$ cat src/rtl/sdram_port_arbiter_pkg.sv
// Shared SDRAM definitions: address/data widths and the client-port arbiter state.
//   SDRAM_ADDR_WIDTH  word address width of the SDRAM client port
//   SDRAM_DATA_WIDTH  data width of the SDRAM client port
//   sdram_arb_state_t IDLE / BUSY / DRAIN states of sdram_port_arbiter
package sdram_port_arbiter_pkg;

    localparam int unsigned SDRAM_ADDR_WIDTH = 21;
    localparam int unsigned SDRAM_DATA_WIDTH = 32;

    typedef enum logic [1:0] {
        IDLE  = 2'd0,
        BUSY  = 2'd1,
        DRAIN = 2'd2
    } sdram_arb_state_t;

endpackage

$ cat src/rtl/sdram_port_arbiter.sv
// Two-requester arbiter sharing one SDRAM controller client port.
// Requester 0 is the iomem path, requester 1 a secondary master (DMA/video).
// The winning request is registered onto mem_* and held until mem_ready;
// ready and read data are routed back to the winner only.
// Ports:
//   clk_logic, system_reset_n        clock, synchronous active-low reset
//   c0_*/c1_* addr,data,byte_en,wr,rd requester requests (strobes held until ready)
//   c0_q/c1_q, c0_ready/c1_ready     read data (= mem_q) and completion pulse
//   mem_addr,data,byte_en,wr,rd      registered request to the SDRAM controller
//   mem_q, mem_ready                 controller read data and completion pulse
//   grant                            current or last granted requester (debug)
module sdram_port_arbiter
    import sdram_port_arbiter_pkg::*;
#(
    parameter int unsigned ADDR_WIDTH     = SDRAM_ADDR_WIDTH,
    parameter int unsigned DATA_WIDTH     = SDRAM_DATA_WIDTH,
    parameter bit          FIXED_PRIORITY = 1'b0
) (
    input  logic                      clk_logic,
    input  logic                      system_reset_n,

    input  logic [ADDR_WIDTH-1:0]     c0_addr,
    input  logic [DATA_WIDTH-1:0]     c0_data,
    input  logic [DATA_WIDTH/8-1:0]   c0_byte_en,
    input  logic                      c0_wr,
    input  logic                      c0_rd,
    output logic [DATA_WIDTH-1:0]     c0_q,
    output logic                      c0_ready,

    input  logic [ADDR_WIDTH-1:0]     c1_addr,
    input  logic [DATA_WIDTH-1:0]     c1_data,
    input  logic [DATA_WIDTH/8-1:0]   c1_byte_en,
    input  logic                      c1_wr,
    input  logic                      c1_rd,
    output logic [DATA_WIDTH-1:0]     c1_q,
    output logic                      c1_ready,

    output logic [ADDR_WIDTH-1:0]     mem_addr,
    output logic [DATA_WIDTH-1:0]     mem_data,
    output logic [DATA_WIDTH/8-1:0]   mem_byte_en,
    output logic                      mem_wr,
    output logic                      mem_rd,
    input  logic [DATA_WIDTH-1:0]     mem_q,
    input  logic                      mem_ready,

    output logic                      grant
);

    sdram_arb_state_t              state;
    logic                          last_grant;

    logic                          req0;
    logic                          req1;
    logic                          pick;
    logic [ADDR_WIDTH-1:0]         sel_addr;
    logic [DATA_WIDTH-1:0]         sel_data;
    logic [DATA_WIDTH/8-1:0]       sel_byte_en;
    logic                          sel_wr;
    logic                          sel_rd;

    // Grant decision and winner's request fields, evaluated every cycle but only used in IDLE.
    always_comb begin
        req0 = c0_wr | c0_rd;
        req1 = c1_wr | c1_rd;
        if (req0 && req1) begin
            pick = FIXED_PRIORITY ? 1'b0 : ~last_grant;
        end else begin
            pick = req1;
        end
        sel_addr    = pick ? c1_addr    : c0_addr;
        sel_data    = pick ? c1_data    : c0_data;
        sel_byte_en = pick ? c1_byte_en : c0_byte_en;
        sel_wr      = pick ? c1_wr      : c0_wr;
        sel_rd      = pick ? c1_rd      : c0_rd;
    end

    // Arbiter FSM with registered downstream request.
    always_ff @(posedge clk_logic) begin
        if (!system_reset_n) begin
            state       <= IDLE;
            last_grant  <= 1'b0;
            grant       <= 1'b0;
            mem_addr    <= '0;
            mem_data    <= '0;
            mem_byte_en <= '0;
            mem_wr      <= 1'b0;
            mem_rd      <= 1'b0;
        end else begin
            case (state)
                IDLE: begin
                    if (req0 || req1) begin
                        grant       <= pick;
                        mem_addr    <= sel_addr;
                        mem_data    <= sel_data;
                        mem_byte_en <= sel_byte_en;
                        // A simultaneous wr and rd is treated as a write.
                        mem_wr      <= sel_wr;
                        mem_rd      <= sel_rd & ~sel_wr;
                        state       <= BUSY;
                    end
                end
                BUSY: begin
                    if (mem_ready) begin
                        mem_wr     <= 1'b0;
                        mem_rd     <= 1'b0;
                        last_grant <= grant;
                        state      <= DRAIN;
                    end
                end
                // One-cycle gap so the winner can drop its strobe before re-arbitration.
                DRAIN: begin
                    state <= IDLE;
                end
                default: begin
                    state <= IDLE;
                end
            endcase
        end
    end

    assign c0_q     = mem_q;
    assign c1_q     = mem_q;
    assign c0_ready = mem_ready & (state == BUSY) & ~grant;
    assign c1_ready = mem_ready & (state == BUSY) &  grant;

endmodule

$ cat config.mk
export PLATFORM = sky130hd
export DESIGN_NAME = sdram_port_arbiter
export DESIGN_NICKNAME = d
export VERILOG_FILES = /design/src/rtl/sdram_port_arbiter_pkg.sv /design/src/rtl/sdram_port_arbiter.sv
export SDC_FILE = /design/constraint.sdc
export NUM_CORES = 1
export LEC_CHECK = 0
export BUFFER_PORTS_ARGS = -buffer_cell sky130_fd_sc_hd__buf_2
export CORE_AREA = 2 2 109 111
export CTS_CLUSTER_SIZE = 20
export DETAILED_ROUTE_END_ITERATION = 12
export DIE_AREA = 0 0 111 113
export HOLD_SLACK_MARGIN = 0.05
export PLACE_DENSITY_LB_ADDON = 0.3
export SLEW_MARGIN = 40
export SYNTH_ARGS = -nofsm -noshare
export SYNTH_HDL_FRONTEND = slang
export SYNTH_SLANG_ARGS = --single-unit
$ cat constraint.sdc
create_clock -name clk_logic -period 1.4 [get_ports clk_logic]
set_clock_uncertainty 0.2 [all_clocks]
set_input_delay 0.14 -clock clk_logic [delete_from_list [all_inputs] [get_ports clk_logic]]
set_output_delay 0.14 -clock clk_logic [all_outputs]
set_load 0.02 [all_outputs]
* After elaboration in Yosys (flattened, before gate mapping)
Index checks and enable logic that the tools add are counted.
** Storage, ports and cells
- Register bits :: 63
- Bits of input ports :: 153
- Word-level logic and storage cells :: 42
- Output and inout port bits :: 126
** Operators by class
- Mux-type cells :: 14
- Reductions and logical operators :: 8
- Bitwise operators :: 9
- Equality and inequality tests :: 3
** Operators by type and width (count)
- 2-to-1 mux 32 bit :: 1
- 2-to-1 mux 21 bit :: 1
- 2-to-1 mux 1 bit :: 6
- AND reduction 2 bit :: 3
- AND 1 bit :: 4
- 2-to-1 mux 2 bit :: 2
- 2-to-1 mux 4 bit :: 1
- != test 2 bit (second input constant) :: 2
- case mux 1 bit (2 select lines) :: 2
- case mux 2 bit (2 select lines) :: 1
- NOT 1 bit :: 3
- AND reduction 3 bit :: 1
- == test 2 x 1 -> 1 bit (second input constant) :: 1
- zero test 2 bit :: 1
- OR 1 bit :: 2
- nonzero test 2 bit :: 1
- logical AND 1 bit :: 1
- logical OR 1 bit :: 1

* Depth between registers and ports, before layout
- Depth in word-level cells :: 8
- Mapped depth :: 6
- Gate-level depth less buffers :: 4

* Worst setup path before layout
Ideal clock, no wire load.
- Path kind :: register to register
- Start :: reg last_grant
- End :: reg grant
- Path buffers :: 2
- Stages on the path, launching flop included :: 7
- Arrival :: 0.989 ns
- Clock period less this slack :: 1.304 ns
- Setup slack :: 0.096 ns
- Cells stage by stage :: dfxtp_1 > o21ai_2 > o21a_2 > buf_6 > buf_4 > mux2i_1 > nor2_1
** Between the ends
- Cells in the longest elaborated chain, start to end :: 2
** RTL lines
- from (decl) :: RTL line sdram_port_arbiter.sv:50 : logic last_grant;
- from (signal assigned) :: RTL line sdram_port_arbiter.sv:106 : last_grant <= grant;
- NOT 1 bit :: RTL line sdram_port_arbiter.sv:66 : pick = FIXED_PRIORITY ? 1'b0 : ~last_grant;
- 2-to-1 mux 1 bit :: RTL line sdram_port_arbiter.sv:65 : if (req0 && req1) begin
- to (signal assigned) :: RTL line sdram_port_arbiter.sv:92 : grant <= pick;
- to (decl) :: RTL line sdram_port_arbiter.sv:46 : output logic grant
No other way between the ends.
A chain may end at the register's enable or synchronous reset.

* Final worst setup path
- Start :: reg state[1]
- End :: out c1_ready
** Between the ends
- Cells in the longest elaborated chain, start to end :: 3
** RTL lines
- from (decl) :: RTL line sdram_port_arbiter.sv:49 : sdram_arb_state_t state;
- from (signal assigned) :: RTL line sdram_port_arbiter.sv:80 : state <= IDLE;
- from (signal assigned) :: RTL line sdram_port_arbiter.sv:99 : state <= BUSY;
- from (signal assigned) :: RTL line sdram_port_arbiter.sv:107 : state <= DRAIN;
- == test 2 x 1 -> 1 bit :: RTL line sdram_port_arbiter.sv:124 : assign c1_ready = mem_ready & (state == BUSY) & grant;
- AND 1 bit (2 in series) :: RTL line sdram_port_arbiter.sv:124
- to (decl) :: RTL line sdram_port_arbiter.sv:36 : output logic c1_ready,
No other way between the ends.

==> results.md <==
Status:
- The flow ran to the end, but the final reports show violations.
- The checks that failed: negative setup slack.

Power and ir drop:
- In this run the static leakage power is 2.83 nW.
- The total chip power is 0.00698 W.
- The largest voltage drop on the vdd net is 0.531 mV.
- The power per cell area is 1140 nW/um^2.

Yosys:
- The area fraction in compound gates after synthesis is 0.221.
- In this run, synthesis inferred 0 flip-flops with an integrated enable.
- For this run, the register share of the synthesized area comes to 0.402.
- The xor/xnor cell area share of the yosys netlist is 0.
- Of the post-synthesis cell area, the dominant cell type holds 0.402.
- The synthesized netlist cell count is 414.
- The netlist area before placement is 3140 um^2.
- Of the post-synthesis cell area, the part taken by muxes is 0.00319.
- The simple-gate share of the synthesized area is 0.167.
- The combinational family with the most area after synthesis is compound AO/OA/AOI/OAI gates.
- The count of different cell masters after synthesis is 24.
- In the synthesized netlist the async set-or-reset flop fraction comes to 0.
- Of the total synthesized cell area, the portion taken by full adders, half adders and majority gates is 0.
- The cell with the most instances after synthesis is sky130_fd_sc_hd__nand2_1.
- Yosys printed 0 warnings.
- The synthesized design spends more area on one cell type than any other, namely sky130_fd_sc_hd__dfxtp_1.
- The register bit total from synthesis is 63.
- The synthesized area per cell is 7.58 um^2.
- The number of nets produced by synthesis is 567.
- By count the netlist is led by sky130_fd_sc_hd__nand2_1, sky130_fd_sc_hd__buf_4, sky130_fd_sc_hd__dfxtp_1.
- The primary flip-flop cell chosen by synthesis mapping is sky130_fd_sc_hd__dfxtp_1.
- Sorting the synthesized cells by area gives the leading types as sky130_fd_sc_hd__dfxtp_1, sky130_fd_sc_hd__buf_4, sky130_fd_sc_hd__nand2_1.

Worst setup path:
- The setup path with the least slack is of type reg -> out.
- The startpoint identified for the worst register-to-register timing path is state[1]$_SDFFE_PN0P_.
- The worst stage delay on the critical path is 0.33 ns.
- The dominant delay contributor by cell family on the critical path is simple AND/OR/NAND/NOR gates.
- Walking the worst path, the cells encountered are buf_6 > nand3b_1 > nor2_2 > buf_6.
- Counting stages on the worst path, the most repeated cell is sky130_fd_sc_hd__buf_6.
- The maximum net fanout on the critical path is 3.
- The buffering stage count on the worst path with inverters included is 2.
- The number of cells on the worst reg-to-reg path is 8.
- The slowest stage of the critical path is the sky130_fd_sc_hd__dfxtp_2 cell.
- The worst flop-to-flop path endpoint is mem_addr[1]$_SDFFE_PN0P_.
- The critical path data arrival time is 1.29 ns.
- The worst path required time is 1.06 ns.
- The kind of end point of the critical path is an output port.
- The worst setup path is launched from a flop.
- The slack of the worst reg-to-reg path is -0.23 ns.

Placement:
- Once detailed placement completed, the half-perimeter wirelength came to 6.31 mm.
- The number of cells in the design after placement is 662.
- The congestion estimate from routability-driven global placement came to 0.772.
- In this run the tool buffered the top-level ports with 182 buffer cells.

Finish:
- In the final layout, the share of cells above drive strength 1 is 0.416.
- The layout-stage area growth over the synthesis result is 95.5%.
- For this run, the post-layout net count is 828.
- Excluding fillers, the count of instances in the completed layout stands at 823.
- The number of antenna diodes is 0.
- For this run, the share of the core covered by cells in the final layout is 0.544.

Clocking:
- The H-tree was split into 3 levels.
- Counting along the longest clock path gives a buffer depth of 2.
- The root buffer cell is sky130_fd_sc_hd__clkbuf_16.
- Clock-pin slew was measured on the worst setup and hold paths at 0.06 ns.
- For the worst-skew pair, the clock arrives at the later sink with an insertion delay of 0.33 ns.
- The total clock sinks is 63.
- In this run, CTS created clock tree buffers numbering 9.
- The TritonCTS clock tree is built.

Routing:
- The remaining antenna violation count after routing is 0.
- In the final routed layout, each cell accounts on average for 15.9 um.
- The number of iterations in the first detailed-routing pass is 4.
- The final layout contains routed wiring with a total length of 13.1 mm.
- The detailed router finished its first iteration with 267 violations.
- The number of vias per cell after detailed routing is 4.86.
- After detailed routing, the number of remaining DRC violations is 0.
- The via count is 3996.

Timing:
- Setup repair after global routing could not meet its margin everywhere.
- Setup violations remaining at the end of the flow were counted as 63.
- The number of hold violations in the final report is 0.
- The final worst slack is -0.232 ns.
- Dividing the final minimum period by the clock period gives 1.17.
- The number of pins with negative max-slew slack in the final report is 0.
- After routing, the total negative slack on setup checks comes to -9.20 ns.
- At the pin with the least slew margin, the transition time is 0.350 ns.
- For this run, the top clock speed supported by timing is 613 MHz.
- The final hold slack is 0.0800 ns.
- The worst slew margin relative to its limit is 0.765.
- The final critical path time including I/O delays and setup is 1.63 ns.

Global route:
- The number of global-route vias before repair was 4174.
- The largest net degree at the start of global routing is 35.
- For this run, the total global-route usage over all layers was measured as 0.202.
- The number of antenna violations at the first check in global routing was 0.
- The global-route wire length before repair is 20.1 mm.
- The aggregate global routing overflow is 0.

Floorplanning:
- The number of placement rows is 39.
- The height of the die is 113 um.
- The top-level port count is 279.
- The initial standard-cell utilization of the core is 0.278.
- The die boundary width is 111 um.
- The die covers 12500 um^2.
- The floorplan step defined a core boundary enclosing 11300 um^2.

Job:
- The tool flagged a number of max-cap violations equal to 0.

Hold path:
- The path with the worst hold slack has its endpoint at c0_q[21].
- The cell count of the worst hold path is 0.
- The worst hold path begins at mem_q[21].
- The kind of path behind the tightest hold check is in -> out.
[area by class of cell]
cell class	count	area (um^2)
timing repair buffer	345	2860
sequential	63	1260
clock inverter	6	108
multi-input combinational	254	1480
fill	962	5140
tap	143	179
clock buffer	10	239
inverter	2	7.51
[through the flow]
stage,setup WS [ns],cell area (um^2)
after floorplan,0.0964,3140
after global placement,-0.0864,3830
after global routing,-0.292,6130
after CTS,-0.243,5960
final,-0.232,6130
after detailed placement,-0.137,3830
[layer usage]
metal	up-vias	share of wire	global-route usage
met3	63	0.068	0.0487
met4	0	0.046	0.140
met5	-	0	0
met2	230	0.51	0.367
met1	1815	0.37	0.204
li1	1888	-	-
[cells by family (layout without fill, tap and decap cells)]
| kind of cell | count (synthesis) | after routing |
|---|---|---|
| AO/OA/AOI/OAI | 121 | 121 |
| buffers and inverters | 97 | 363 |
| multiplexers | 1 | 1 |
| flip-flops | 63 | 63 |
| AND/OR/NAND/NOR | 132 | 132 |
[what timing repair did]
action,4_1_cts,5_1_grt
hold buffers,116,0
endpoints found under the hold margin,60,0
cloned,12,2
setup endpoints to repair,62,64
pin swaps,4,5
setup buffers,19,5
gates resized for setup,41,44
[placed cells by master (no fill, tap or decap), types with 11 or more instances in the layout]
cell / n
sky130_fd_sc_hd__buf_4: 14
sky130_fd_sc_hd__o21ai_2: 15
sky130_fd_sc_hd__buf_12: 12
sky130_fd_sc_hd__dfxtp_1: 62
sky130_fd_sc_hd__o21ai_1: 41
sky130_fd_sc_hd__a31oi_1: 47
sky130_fd_sc_hd__buf_2: 179
sky130_fd_sc_hd__clkbuf_16: 11
sky130_fd_sc_hd__dlygate4sd3_1: 116
sky130_fd_sc_hd__nand2_1: 115
[worst max path at each step]
stage	start	end	slack (ns)	cells after the start
2_1_floorplan	last_grant$_SDFFE_PN0P_	grant$_SDFFE_PN0P_	0.1	6
3_3_place_gp	c1_rd	mem_data[21]$_SDFFE_PN0P_	-0.09	6
3_5_place_dp	c1_rd	mem_data[21]$_SDFFE_PN0P_	-0.14	6
4_1_cts	state[1]$_SDFFE_PN0P_	c1_ready	-0.24	4
5_1_grt	state[1]$_SDFFE_PN0P_	mem_data[26]$_SDFFE_PN0P_	-0.29	8
6_report	state[1]$_SDFFE_PN0P_	c1_ready	-0.23	4
[state kept, by name (all words and copies together) (netlist names)]
signal       cells
mem_addr        21
mem_data        32
state            2
mem_byte_en      4
grant            1
mem_rd           1
mem_wr           1
last_grant       1
[worst register-to-register path, stage by stage, from the launching register on]
cell	delay, ns
sky130_fd_sc_hd__dfxtp_2	0.33
sky130_fd_sc_hd__buf_6	0.11
sky130_fd_sc_hd__nor3_4	0.21
sky130_fd_sc_hd__buf_6	0.16
sky130_fd_sc_hd__buf_12	0.12
sky130_fd_sc_hd__buf_8	0.10
sky130_fd_sc_hd__buf_12	0.12
sky130_fd_sc_hd__buf_6	0.10
sky130_fd_sc_hd__a31oi_4	0.06
[where the power goes]
part           internal [W]  switching (W)  total, W
logic               0.00116        0.00110   0.00226
registers           0.00201       0.000131   0.00214
clock network       0.00178       0.000804   0.00258
total               0.00495        0.00203   0.00698
No activity file was read; power rests on OpenSTA's default activity.
